[src/rtl/vliw_fetch_if.sv]
// Instruction memory bus between the fetch stage and the bundle store.
// Ports: imem_pc (fetch -> memory), imem_ir (memory -> fetch).
interface vliw_fetch_if;
  logic [31:0] imem_pc;
  logic [31:0] imem_ir;

  modport master (
    output imem_pc,
    input  imem_ir
  );

  modport slave (
    input  imem_pc,
    output imem_ir
  );
endinterface

[src/rtl/vliw_fetch_stage.sv]
// Two-slot VLIW fetch: PC, IF/ID register, slot decode, halt/redirect.
// Ports: clk, reset, stall, redirect_*, imem bus, IF/ID + decode outputs.
module vliw_fetch_stage #(
  parameter logic [31:0] PC_RESET   = 32'd0,
  parameter int          PC_STEP    = 2,
  parameter int          IMEM_WORDS = 16
) (
  input  logic        clk,
  input  logic        reset,
  input  logic        stall,
  input  logic        redirect_valid,
  input  logic [31:0] redirect_pc,
  vliw_fetch_if.master imem,
  output logic        if_valid,
  output logic [31:0] if_pc,
  output logic [31:0] if_bundle,
  output logic [2:0]  r_rd,
  output logic [2:0]  r_rm,
  output logic [2:0]  r_rn,
  output logic [2:0]  s_rd,
  output logic [2:0]  s_rm,
  output logic [2:0]  s_rn,
  output logic        r_wr_en,
  output logic        s_wr_en,
  output logic        wr_conflict,
  output logic        halted,
  output logic [15:0] fetch_count
);

  localparam logic [31:0] PC_LIMIT = 32'(PC_STEP * IMEM_WORDS);
  localparam logic [31:0] STEP     = 32'(PC_STEP);

  typedef enum logic [1:0] {
    IDLE,
    RUN,
    HALT_PEND,
    HALT
  } state_t;

  state_t      state, state_n;
  logic [31:0] pc, pc_n;
  logic        valid_n;
  logic [31:0] ipc_n;
  logic [31:0] bun_n;
  logic [15:0] cnt_n;

  always_ff @(posedge clk) begin
    if (reset) begin
      state       <= IDLE;
      pc          <= PC_RESET;
      if_valid    <= 1'b0;
      if_pc       <= 32'd0;
      if_bundle   <= 32'd0;
      fetch_count <= 16'd0;
    end else begin
      state       <= state_n;
      pc          <= pc_n;
      if_valid    <= valid_n;
      if_pc       <= ipc_n;
      if_bundle   <= bun_n;
      fetch_count <= cnt_n;
    end
  end

  always_comb begin
    state_n = state;
    pc_n    = pc;
    valid_n = if_valid;
    ipc_n   = if_pc;
    bun_n   = if_bundle;
    cnt_n   = fetch_count;
    if (redirect_valid) begin
      pc_n    = redirect_pc;
      valid_n = 1'b0;
      state_n = RUN;
    end else if (state == IDLE) begin
      valid_n = 1'b0;
      state_n = RUN;
    end else if (state == HALT) begin
      valid_n = 1'b0;
    end else if (!stall) begin
      unique case (state)
        RUN: begin
          if (pc >= PC_LIMIT) begin
            valid_n = 1'b0;
            state_n = HALT;
          end else begin
            bun_n   = imem.imem_ir;
            ipc_n   = pc;
            valid_n = 1'b1;
            if (fetch_count != 16'hFFFF)
              cnt_n = fetch_count + 16'd1;
            // HALT op: keep the PC parked on the halting bundle
            if (imem.imem_ir[31:28] == 4'hF)
              state_n = HALT_PEND;
            else
              pc_n = pc + STEP;
          end
        end
        HALT_PEND: begin
          valid_n = 1'b0;
          state_n = HALT;
        end
        default: ;
      endcase
    end
  end

  assign imem.imem_pc = pc;
  assign halted       = (state == HALT);

  logic [3:0] r_op, s_op;
  logic       s_wr_en_raw;

  assign r_op = if_bundle[31:28];
  assign r_rd = if_bundle[27:25];
  assign r_rm = if_bundle[24:22];
  assign r_rn = if_bundle[21:19];
  assign s_op = if_bundle[15:12];
  assign s_rd = if_bundle[11:9];
  assign s_rm = if_bundle[8:6];
  assign s_rn = if_bundle[5:3];

  assign r_wr_en = if_valid && r_op != 4'h0
                && r_op != 4'hF && r_rd != 3'd0;
  assign s_wr_en_raw = if_valid && s_op != 4'h0
                    && s_op != 4'hF && s_rd != 3'd0;
  // Same destination: R slot wins, S write is dropped
  assign wr_conflict = r_wr_en && s_wr_en_raw
                    && (r_rd == s_rd);
  assign s_wr_en = s_wr_en_raw && !wr_conflict;

endmodule

[src/flat_wrapper.sv]
// flat-port wrapper written by rule: the top's interface ports become plain ports
module vliw_fetch_stage_flat 
#(
  parameter logic [31:0] PC_RESET   = 32'd0,
  parameter int          PC_STEP    = 2,
  parameter int          IMEM_WORDS = 16
)
  (clk, reset, stall, redirect_valid, redirect_pc, if_valid, if_pc, if_bundle, r_rd, r_rm, r_rn, s_rd, s_rm, s_rn, r_wr_en, s_wr_en, wr_conflict, halted, fetch_count, imem_imem_pc, imem_imem_ir);
  vliw_fetch_if imem_i ();
  input  logic clk;
  input  logic reset;
  input  logic stall;
  input  logic redirect_valid;
  input  logic [31:0] redirect_pc;
  output logic if_valid;
  output logic [31:0] if_pc;
  output logic [31:0] if_bundle;
  output logic [2:0] r_rd;
  output logic [2:0] r_rm;
  output logic [2:0] r_rn;
  output logic [2:0] s_rd;
  output logic [2:0] s_rm;
  output logic [2:0] s_rn;
  output logic r_wr_en;
  output logic s_wr_en;
  output logic wr_conflict;
  output logic halted;
  output logic [15:0] fetch_count;
  output wire logic [$bits(imem_i.imem_pc)-1:0] imem_imem_pc;
  input wire logic [$bits(imem_i.imem_ir)-1:0] imem_imem_ir;
  assign imem_imem_pc = imem_i.imem_pc;
  assign imem_i.imem_ir = imem_imem_ir;
  vliw_fetch_stage #(.PC_RESET(PC_RESET), .PC_STEP(PC_STEP), .IMEM_WORDS(IMEM_WORDS)) u_core (.clk(clk), .reset(reset), .stall(stall), .redirect_valid(redirect_valid), .redirect_pc(redirect_pc), .imem(imem_i), .if_valid(if_valid), .if_pc(if_pc), .if_bundle(if_bundle), .r_rd(r_rd), .r_rm(r_rm), .r_rn(r_rn), .s_rd(s_rd), .s_rm(s_rm), .s_rn(s_rn), .r_wr_en(r_wr_en), .s_wr_en(s_wr_en), .wr_conflict(wr_conflict), .halted(halted), .fetch_count(fetch_count));
endmodule
[config.mk]
export PLATFORM = sky130hd
export DESIGN_NAME = vliw_fetch_stage_flat
export DESIGN_NICKNAME = d
export VERILOG_FILES = /design/src/rtl/vliw_fetch_if.sv /design/src/rtl/vliw_fetch_stage.sv /design/src/flat_wrapper.sv
export SDC_FILE = /design/constraint.sdc
export NUM_CORES = 1
export LEC_CHECK = 0
export ABC_AREA = 1
export CORE_ASPECT_RATIO = 1.75
export CORE_MARGIN = 5
export CORE_UTILIZATION = 47
export DETAILED_ROUTE_END_ITERATION = 7
export GPL_TIMING_DRIVEN = 0
export PLACE_DENSITY = 0.95
export SLEW_MARGIN = 25
export SYNTH_ARGS = -nofsm -noshare
export SYNTH_HDL_FRONTEND = slang
export SYNTH_SLANG_ARGS = --single-unit
export TNS_END_PERCENT = 50
[constraint.sdc]
create_clock -name clk -period 3.8 [get_ports clk]
set_clock_uncertainty 0.15 [all_clocks]
set_input_delay 0.76 -clock clk [delete_from_list [all_inputs] [get_ports clk]]
set_output_delay 0.76 -clock clk [all_outputs]
set_load 0.01 [all_outputs]
==> results.ini <==
[outcome]
status=completed

[die]
dieArea_mm2=0.0128
die_h_um=146
fp.dieW_um=87.8
core.rowCount=49
ioPinCount=203
core_area_mm2=0.0103
initial_utilization=0.483

[power]
ir_worst_vdd_v=0.000391
p_leak_nw=3.26
switching_share=0.231
p_switching_uw=739
p_seq_frac=0.389
power_density_mw_per_mm2=412
power_frac_comb=0.083
internal_power_mw=2.47
clkPwrFrac=0.528

[flow_run]
maxCapViolations=0

[synth]
avgSynthCellArea_um2=7.45
async_flop_share=0
synth_warnings=0
ys_seq_area_frac=0.463
ys_ff_latch=115
yosysTopAreaCellShare=0.463
netlist_instances=668
yosysTopAreaCell=dfxtp_1
synth_edf_count=0
netlist_area_mm2=0.00498
syn-num-nets=742
synth_ff_type=dfxtp_1
synth_cell_types=35
synthTopCellsByArea=dfxtp_1 46%, nand2_1 9.6%, nor2_1 9.0%, nand3_1 5.0%, a21oi_1 4.3%
synth_most_common_cell=nand2_1
synth_common_cells=127 x nand2_1, 119 x nor2_1, 115 x dfxtp_1, 54 x inv_1, 50 x nand3_1

[setup_path]
r2r-start=u_core.fetch_count[0]$_SDFFE_PP0P_
critical_path.startpoint=u_core.if_bundle[28]$_SDFFE_PP0P_
critical_path_peak_fanout=4
endpoint=s_wr_en
rrSetupSlack_ns=1.49
ff2ff_path_depth=9
cp.required_ns=2.89
reg2reg_to=u_core.fetch_count[11]$_SDFFE_PP0P_
worst_path_max_delay_cell=clkdlybuf4s50_1
path_buf_inv=2
slowest_delay_ns=0.55
worstPathArrival_ns=2.07
path_class=register to output pin
cp.depth=5
critPathCaptureType=output pin
crit_family=buffers and inverters
path_cells=or3_1 > o211ai_1 > inv_1 > a21oi_1 > clkdlybuf4s50_1
startpoint_type=register

[sta]
grt_setup_unrepaired=no
fin_crit_ns=2.98
final.setup.tns_ns=0
max_slew.worst_pin.slew_ns=0.679
relSlewSlack=0.546
setup_violations=0
fmax_mhz=336
period_share=0.784
slew_violations=0
finalHoldViolations=0

[detailed_routing]
vias_per_cell=5.21
wirelength_mm=17.1
drtIter0Drc=291
routedWlPerCell_um=16.7
first_pass_iters=5
vias=5355
remaining_drc_errors=0
ant_nets=0

[global_route]
grt_max_degree=17
grt_pass1_wl_mm=26.4
antenna_found_initial=0
grt_pass1_vias=5433
grt_overflow=0
grt_usage=0.265

[worst_hold_path]
worstHoldStart=u_core.if_pc[23]$_SDFFE_PP0P_
holdCritPathClass=register to register

[finish]
fin_util=0.755
drive_gt1_frac=0.0921
antenna_cells=0
area_delta_synth_final_pct=56.3
fin_nets=962

[clock_network]
hold_buffers=0
cts_tree=built
cts_buffer_depth=2
numCtsBuffers=17
htree_levels=4
cts_setup_buffers=0
clock_sinks=115
clk_pin_slew_ns=0.06
cts.repair.resized=0
clockRootBuffer=clkbuf_16
clock_latency_ns=0.41

[placement]
gp_congestion=0.870
io_buffers=201
hpwl_mm=12.0

worst register-to-register path: cells and delay by family, from the launching register on:
kind / cells / cell delay, ns
and+or+nand+nor: 7 / 1.32
DFF: 1 / 0.35
adders and majority gates: 1 / 0.27
AOI/OAI and AO/OA: 1 / 0.09
worst min-delay path by stage:
| stage | end | cells after the start |
|---|---|---|
| 6_report | u_core.if_pc[23]$_SDFFE_PP0P_ | 2 |
| 5_1_grt | u_core.if_pc[23]$_SDFFE_PP0P_ | 2 |
| 4_1_cts | u_core.if_pc[23]$_SDFFE_PP0P_ | 2 |
| 3_5_place_dp | u_core.if_pc[11]$_SDFFE_PP0P_ | 2 |
| 3_3_place_gp | u_core.if_pc[29]$_SDFFE_PP0P_ | 2 |
| 2_1_floorplan | u_core.if_pc[29]$_SDFFE_PP0P_ | 2 |
per-stage QoR:
stage          setup WS (ns)  instances  hold WS (ns)  power (mW)  cell area, µm²
6_report               0.822       1028         0.308        3.21            7780
5_1_grt                0.755       1028         0.328        3.30            7780
4_1_cts                0.807       1028         0.309        3.22            7780
3_5_place_dp            1.08        996         0.294        1.53            7150
3_3_place_gp            1.07        996         0.289        1.52            7150
2_1_floorplan           1.70        668         0.326        1.39            4980
cell families after synthesis:
logic type,share of synthesized area
AND/OR/NAND/NOR,0.299
buffers and inverters,0.109
XOR/XNOR,0.0194
AO/OA/AOI/OAI,0.0950
flip-flops,0.463
adder cells (fa/ha/maj),0.0151
power groups by stage:
| stage | sequential, mW | clock, mW | combinational [mW] |
|---|---|---|---|
| floorplan | 1.28 | 0 | 0.107 |
| global placement | 1.27 | 0 | 0.252 |
| detailed placement | 1.27 | 0 | 0.257 |
| CTS | 1.25 | 1.71 | 0.267 |
| global route | 1.25 | 1.76 | 0.290 |
| finish | 1.25 | 1.69 | 0.267 |
cell type report:
cell class | count | area (µm²)
Fill cell | 652 | 2520
Sequential cell | 115 | 2300
Multi-Input combinational cell | 445 | 2130
Timing Repair Buffer | 201 | 2010
Clock buffer | 18 | 429
Buffer | 49 | 320
Inverter | 59 | 221
Clock inverter | 14 | 201
Tap cell | 127 | 159
sequential cells by signal (all words and copies together), names as in the netlist:
register and count:
u_core.fetch_count 16, u_core.if_bundle 32, u_core.if_pc 32, u_core.if_valid 1
u_core.imem.imem_pc 32, u_core.state 2
cells in the final DEF (no fill, tap or decap), types with 5 or more instances in the layout:
cell type	instances
clkbuf_16	17
dfxtp_1	115
a21oi_1	43
inv_1	54
buf_6	8
ha_1	6
nor2_2	5
o21ai_0	34
nand2_1	127
clkdlybuf4s50_1	201
o21ai_1	11
buf_4	19
clkbuf_1	19
nor2_1	119
nand4_1	15
xor2_1	8
nand3_1	50
metal layers:
layer | share of wire | wire, µm | vias to the layer above | track usage
li1 | - | - | 2571 | -
met1 | 0.33 | 5650 | 2449 | 0.239
met2 | 0.53 | 9110 | 263 | 0.483
met3 | 0.081 | 1380 | 72 | 0.0851
met4 | 0.058 | 997 | 0 | 0.174
met5 | 0 | 0 | - | 0
(Power assumes the default switching activity.)
